File: src/rtl/alu_issue_unit.sv
// Command front-end for the 8-bit ALU: FIFO-buffered commands, combinational
// ALU drive from the FIFO head, registered result/flags output and accumulator.
module alu_issue_unit #(
   parameter int          DEPTH     = 4,
   parameter logic [7:0]  ACC_RESET = 8'h00
) (
   input  logic       clk,
   input  logic       rst_n,
   input  logic       in_valid,
   output logic       in_ready,
   input  logic [3:0] in_op,
   input  logic [7:0] in_a,
   input  logic [7:0] in_b,
   input  logic       in_use_acc,
   input  logic       acc_clr,
   output logic [7:0] alu_a,
   output logic [7:0] alu_b,
   output logic [3:0] alu_op,
   input  logic [7:0] alu_result,
   input  logic [3:0] alu_flags,
   output logic       out_valid,
   input  logic       out_ready,
   output logic [7:0] out_result,
   output logic [3:0] out_flags,
   output logic [7:0] acc
);

   localparam int PW = (DEPTH > 1) ? $clog2(DEPTH) : 1;
   localparam int CW = PW + 1;
   localparam logic [CW-1:0] DEPTH_C = CW'(DEPTH);

   typedef struct packed {
      logic [3:0] op;
      logic [7:0] a;
      logic [7:0] b;
      logic       use_acc;
   } cmd_t;

   cmd_t          mem [DEPTH];
   cmd_t          head;
   logic [PW-1:0] wptr;
   logic [PW-1:0] rptr;
   logic [CW-1:0] count;
   logic          ready_en;
   logic          push;
   logic          issue;

   // Handshake: a transfer occurs on any rising edge where valid and ready are
   // both high; valid must not depend on ready, and ready never depends on
   // same-cycle valid (in_ready ignores a pop happening in the same cycle).
   assign in_ready = ready_en && (count < DEPTH_C);
   assign push     = in_valid && in_ready;
   assign issue    = (count != '0) && (!out_valid || out_ready);

   assign head   = mem[rptr];
   assign alu_op = head.op;
   assign alu_b  = head.b;
   assign alu_a  = head.use_acc ? acc : head.a;

   always_ff @(posedge clk) begin
      if (push) begin
         mem[wptr] <= '{op: in_op, a: in_a, b: in_b, use_acc: in_use_acc};
      end
   end

   // ready_en keeps in_ready low until the first edge after reset release.
   always_ff @(posedge clk or negedge rst_n) begin
      if (!rst_n) begin
         ready_en   <= 1'b0;
         wptr       <= '0;
         rptr       <= '0;
         count      <= '0;
         out_valid  <= 1'b0;
         out_result <= 8'h00;
         out_flags  <= 4'h0;
         acc        <= ACC_RESET;
      end else begin
         ready_en <= 1'b1;
         if (push) begin
            wptr <= wptr + 1'b1;
         end
         if (issue) begin
            rptr <= rptr + 1'b1;
         end
         case ({push, issue})
            2'b10:   count <= count + 1'b1;
            2'b01:   count <= count - 1'b1;
            default: count <= count;
         endcase
         // A retiring command beats acc_clr; the producer must re-issue the clear.
         if (issue) begin
            out_result <= alu_result;
            out_flags  <= alu_flags;
            out_valid  <= 1'b1;
            acc        <= alu_result;
         end else begin
            if (out_valid && out_ready) begin
               out_valid <= 1'b0;
            end
            if (acc_clr) begin
               acc <= ACC_RESET;
            end
         end
      end
   end

endmodule

File: config.mk
export PLATFORM = sky130hd
export DESIGN_NAME = alu_issue_unit
export DESIGN_NICKNAME = d
export VERILOG_FILES = /design/src/rtl/alu_issue_unit.sv
export SDC_FILE = /design/constraint.sdc
export NUM_CORES = 1
export LEC_CHECK = 0
export BUFFER_PORTS_ARGS = -buffer_cell sky130_fd_sc_hd__clkbuf_2
export CORE_MARGIN = 5
export CORE_UTILIZATION = 50
export DETAILED_ROUTE_END_ITERATION = 10
export PLACE_DENSITY = 0.76
export SYNTH_ARGS = -nofsm -noshare
export SYNTH_HDL_FRONTEND = slang
export SYNTH_SLANG_ARGS = --single-unit
File: constraint.sdc
create_clock -name clk -period 2.1 [get_ports clk]
set_input_delay 0.105 -clock clk [delete_from_list [all_inputs] [get_ports clk]]
set_output_delay 0.105 -clock clk [all_outputs]
set_load 0.005 [all_outputs]
# Yosys cells after proc, flatten, opt, wreduce, memory -nomap -nowiden
# Memory sizes are Yosys's and may differ from the RTL's.
# Cells that the tools add are included.
[word_totals]
register_bits = 29
latchBits = 0
ram_bits = 84
mem_bits_ro = 0
mem_count = 1
[op_classes]
add_sub_neg = 4
mul = 0
n_div = 0
order_cmp = 1
eq_ne = 2
n_shift = 0
muxes = 8
bitwise = 0
n_reduce_logical = 10
[memory_table]
columns = ["name", "depth", "word_bits", "rd", "rd_clocked_by_memory_dff", "write_ports", "line", "text"]
rows = [
  ["mem", 4, 21, 1, 0, 1, "39", "cmd_t mem [DEPTH];"],
]
[op_table]
columns = ["cell", "count"]
rows = [
  ["2-to-1 mux 8 bit", 3],
  ["one-hot mux 3 bit (2 select lines)", 1],
  ["nonzero test 2 bit", 3],
  ["adder 2 x 1 -> 2 bit (second input constant)", 2],
  ["logical AND 1 bit", 4],
  ["2-to-1 mux 1 bit", 4],
  ["adder 3 x 1 -> 3 bit (second input constant)", 1],
  ["less-than comparator 3 bit (second input constant)", 1],
  ["nonzero test 3 bit", 1],
  ["subtractor 3 x 1 -> 3 bit (second input constant)", 1],
  ["== test 2 x 1 -> 1 bit (second input constant)", 1],
  ["== test 2 bit (second input constant)", 1],
  ["logical NOT 1 bit", 1],
  ["logical OR 1 bit", 1],
]

# Longest topological paths before layout
[depth]
word_depth = 5
mapped_depth = 9

# Worst setup path after synthesis
# No wires, ideal clock.
[synth_timing]
kind = "reg-to-reg"
start = "register count[1]"
end = "register count[2]"
setup_ps = 125
arrival_ps = 2129
required_time_ps = 1975
slack_ps = -154
stages_incl_launch_ff = 10
n_path_buf = 2
path_cell_list = "dfrtp_1 > or3_4 > and2_4 > buf_6 > buf_2 > ha_1 > fa_1 > xnor2_1 > nor2_1 > xor2_1"
[synth_via]
word_cells_on_any_way = 11
classes_between = "add/sub (2); order compare (1); eq/ne (2); mux (1); reduce/logical (5)"
[synth_rtl]
columns = ["element", "line", "text"]
rows = [
  ["from (decl)", "43", "logic [CW-1:0] count;"],
  ["from (signal assigned)", "86", "2'b10: count <= count + 1'b1;"],
  ["from (signal assigned)", "87", "2'b01: count <= count - 1'b1;"],
  ["from (signal assigned)", "88", "default: count <= count;"],
  ["nonzero test 3 bit (*)", "53", "assign issue = (count != '0) && (!out_valid || out_ready);"],
  ["logical AND 1 bit (*)", "53", ""],
  ["via issue", "46", "logic issue;"],
  ["== test 2 x 1 -> 1 bit / == test 2 bit (equally long branches)", "85", "case ({push, issue})"],
  ["one-hot mux 3 bit (2 select lines) / nonzero test 2 bit (equally long branches)", "--", ""],
]
# Mark *: on every way through the listed nets, which the timed path passes. The rest lies on a longest branch.
# A chain may end at the register's enable or synchronous reset.

# Worst setup path in the final report
[layout_timing]
start = "register rptr[0]"
end = "output port alu_a[0]"
[layout_via]
elab_chain_len = 2
[layout_lines]
columns = ["element", "line", "text"]
rows = [
  ["from (decl)", "42", "logic [PW-1:0] rptr;"],
  ["from (signal assigned)", "83", "rptr <= rptr + 1'b1;"],
  ["memory read (4 x 21 bit)", "--", ""],
  ["2-to-1 mux 8 bit", "58", "assign alu_a = head.use_acc ? acc : head.a;"],
  ["to (decl)", "16", "output logic [7:0] alu_a,"],
]
# Every way passes these cells.

==> metrics <==
Synth Flop Type edfxtp_1; hpwl dp 5.18 mm; r2r worst-path depth 7; Power Density ~1400 nW/um^2; initial core utilization 0.510; Hold Path Sink wptr[0]; met3 Usage GRT 0.0726; cell count after synthesis ~200; Total Routed Length 8.40 mm; Clock Path Buffers 2; Slew HR 0.523; HP Class in -> reg; EDFF count, synth 84; Distinct cells, synth 26; Die X roughly 100 microns; clk slew on worst S/H paths 0.05 ns; CP delay by family, top multiplexers; Hold Path Depth 3; RePlAce Congestion ~0.74; total vias in the final route around 2.4k; hold_sp in_valid; crit path cell chain mux4_2 -> mux2_4 -> buf_6; Port Buffers 79; status complete, but fails checks; Setup crit start kind register; Inst Count DP approximately 400; DR pass1 iterations 4; fin crit share 1.04; RSZ-0062 raised after global routing true; Routed WL per cell around 18 microns; critical path type reg -> out; Total GRT Usage 0.165; syn avg cell area 21.9 sq um; vias in the first global route 2632; clk_lat worst skew about 0.50 ns; FP Rows 34; core box area slightly below 9000 sq um; Sink Count about 110; CTS tree built; Post-DRT Antenna Nets 0; CTS root buf clkbuf_8; CP max-delay cell mux4_2; r2r setup slk 0.13 ns; synthesized flop and latch total between 100 and 150; RR Startpoint count[0]; clock skew between 0.007 and 0.008 ns; Tot Pwr ~0.008 W; Final Setup Violations 8; total CTS buffers 17; Top Usage Layer GRT met2; largest net degree at the start of global routing 30; H-tree levels 4; final setup TNS -0.597 ns; hold_ws roughly 0.042 ns; final worst slack -0.0865 ns; DRC viols 0; Data arrival, critical path approximately 2.1 ns; Leakage about 2.4 nW; global-route wire length before repair 13.6 mm; fin util 0.682; final hold vios 0; # nets final between 300 and 400; worst r2r dst count[2]; Via density around 5.1; post-synthesis sequential area ratio 0.734; Critical Path RT roughly 2.0 ns; max-slew violations 0; synth warn 0; grt ovf 0; worst slew pin tran 0.715 ns; GR Layer Usage met1 0.197; asr flop ratio synth 0.257; chip height 104 microns; number of max-cap violations 0; io pins 80; DR iter-0 viols 75; initial antenna violation count 0; Die ar. 10800 sq um; antenna cells 0; critical path's largest stage delay 0.69 ns; layout cells sized above 1 0.483; post-layout minimum cycle time ~2.2 ns; CP Max Fanout 8; WP buf/inv 1; post-route insts no fill 460; syn_nets roughly 250; met2 usage in global routing 0.266; Critical Path Sink Type primary output; cell area after synthesis 4430 sq um; fmax ~0.46 GHz; violated checks negative setup slack; synthesis-to-finish area growth 33.7%; Max VDD drop between 0.9 and 1 mV
worst max path at each step:
stage | start | to | slack [ns] | cells after the start
2_1_floorplan | count[0] | count[2] | -0.03 | 9
4_1_cts | rptr[0] | alu_a[6] | -0.12 | 3
3_3_place_gp | count[0] | count[2] | 0.16 | 7
5_1_grt | rptr[0] | alu_a[0] | -0.16 | 3
3_5_place_dp | count[0] | count[2] | 0.14 | 7
6_report | rptr[0] | alu_a[0] | -0.09 | 3
worst min-delay path: stages:
cell and delay [ns]:
clkbuf_2 0.11, and2_1 0.19, xnor2_1 0.08
layer usage:
metal	up-vias	wire length [microns]
met4	0	95
met5	-	0
met3	10	606
met2	81	4280
met1	1185	3430
li1	1087	-
where the power goes:
part	total, W	internal, W	switching [W]
logic	0.00232	0.00136	0.000953
registers	0.00300	0.00277	0.000228
clock network	0.00270	0.00169	0.00101
through the flow:
| step | worst slack [ns] | cell area (sq um) |
|---|---|---|
| floorplan | -0.0338 | 4450 |
| global placement | 0.163 | 4990 |
| detailed placement | 0.137 | 4990 |
| CTS | -0.117 | 5920 |
| global route | -0.163 | 5920 |
| finish | -0.0865 | 5920 |
cell type report:
class                   count  area (sq um)
flip-flops and latches    113          3250
fillers                   566          2760
multi-input cells          77          1100
repair buffers            127           853
clock buffers              17           414
clock inverters            15           158
well taps                 108           135
inverters                   3          11.3
synthesized netlist by cell type, types with 3 or more instances:
library cell	count	area share
a22o_1	8	0.016
and3_1	4	0.0057
buf_2	3	0.0034
buf_6	3	0.0076
dfrtp_1	29	0.16
edfxtp_1	84	0.57
ha_1	5	0.014
inv_1	3	0.0025
mux2_2	4	0.010
mux2_4	18	0.061
mux4_2	20	0.10
xnor2_1	4	0.0079
logic make-up (layout without fill, tap and decap cells):
group,count (synthesis),after routing,share of synthesized area
mux,43,43,0.179
compound gates,9,9,0.0170
fa+ha+maj,6,6,0.0186
other cells,1,1,0.000847
flops,113,113,0.734
simple gates,12,12,0.0178
buf+inv,12,162,0.0215
xor+xnor,6,6,0.0119
cells in the final DEF, fill, tap and decap left out, drive strengths merged:
master / synthesis / routed
a21oi: 1 / 1
a22o: 8 / 8
and2: 2 / 2
and3: 4 / 4
buf: 9 / 14
bufinv: 0 / 2
clkbuf: 0 / 95
clkinv: 0 / 4
clkinvlp: 0 / 5
conb: 1 / 1
dfrtp: 29 / 29
dlygate4sd3: 0 / 35
edfxtp: 84 / 84
fa: 1 / 1
ha: 5 / 5
inv: 3 / 7
mux2: 22 / 22
mux4: 21 / 21
nand2b: 2 / 2
nand3: 1 / 1
nor2: 1 / 1
nor2b: 1 / 1
or3: 1 / 1
xnor2: 4 / 4
xor2: 2 / 2
state kept, by name (all words and copies together) (netlist names):
signal and count:
ready_en 1, wptr 2, acc 8, rptr 2, out_result 8, count 3
out_valid 1, out_flags 4, mem 84
what timing repair did:
action,4_1_cts,5_1_grt
setup buffers,1,0
setup endpoints to repair,8,15
hold buffers,35,0
endpoints found under the hold margin,134,0
resized for setup,3,2
(Power assumes the default switching activity.)
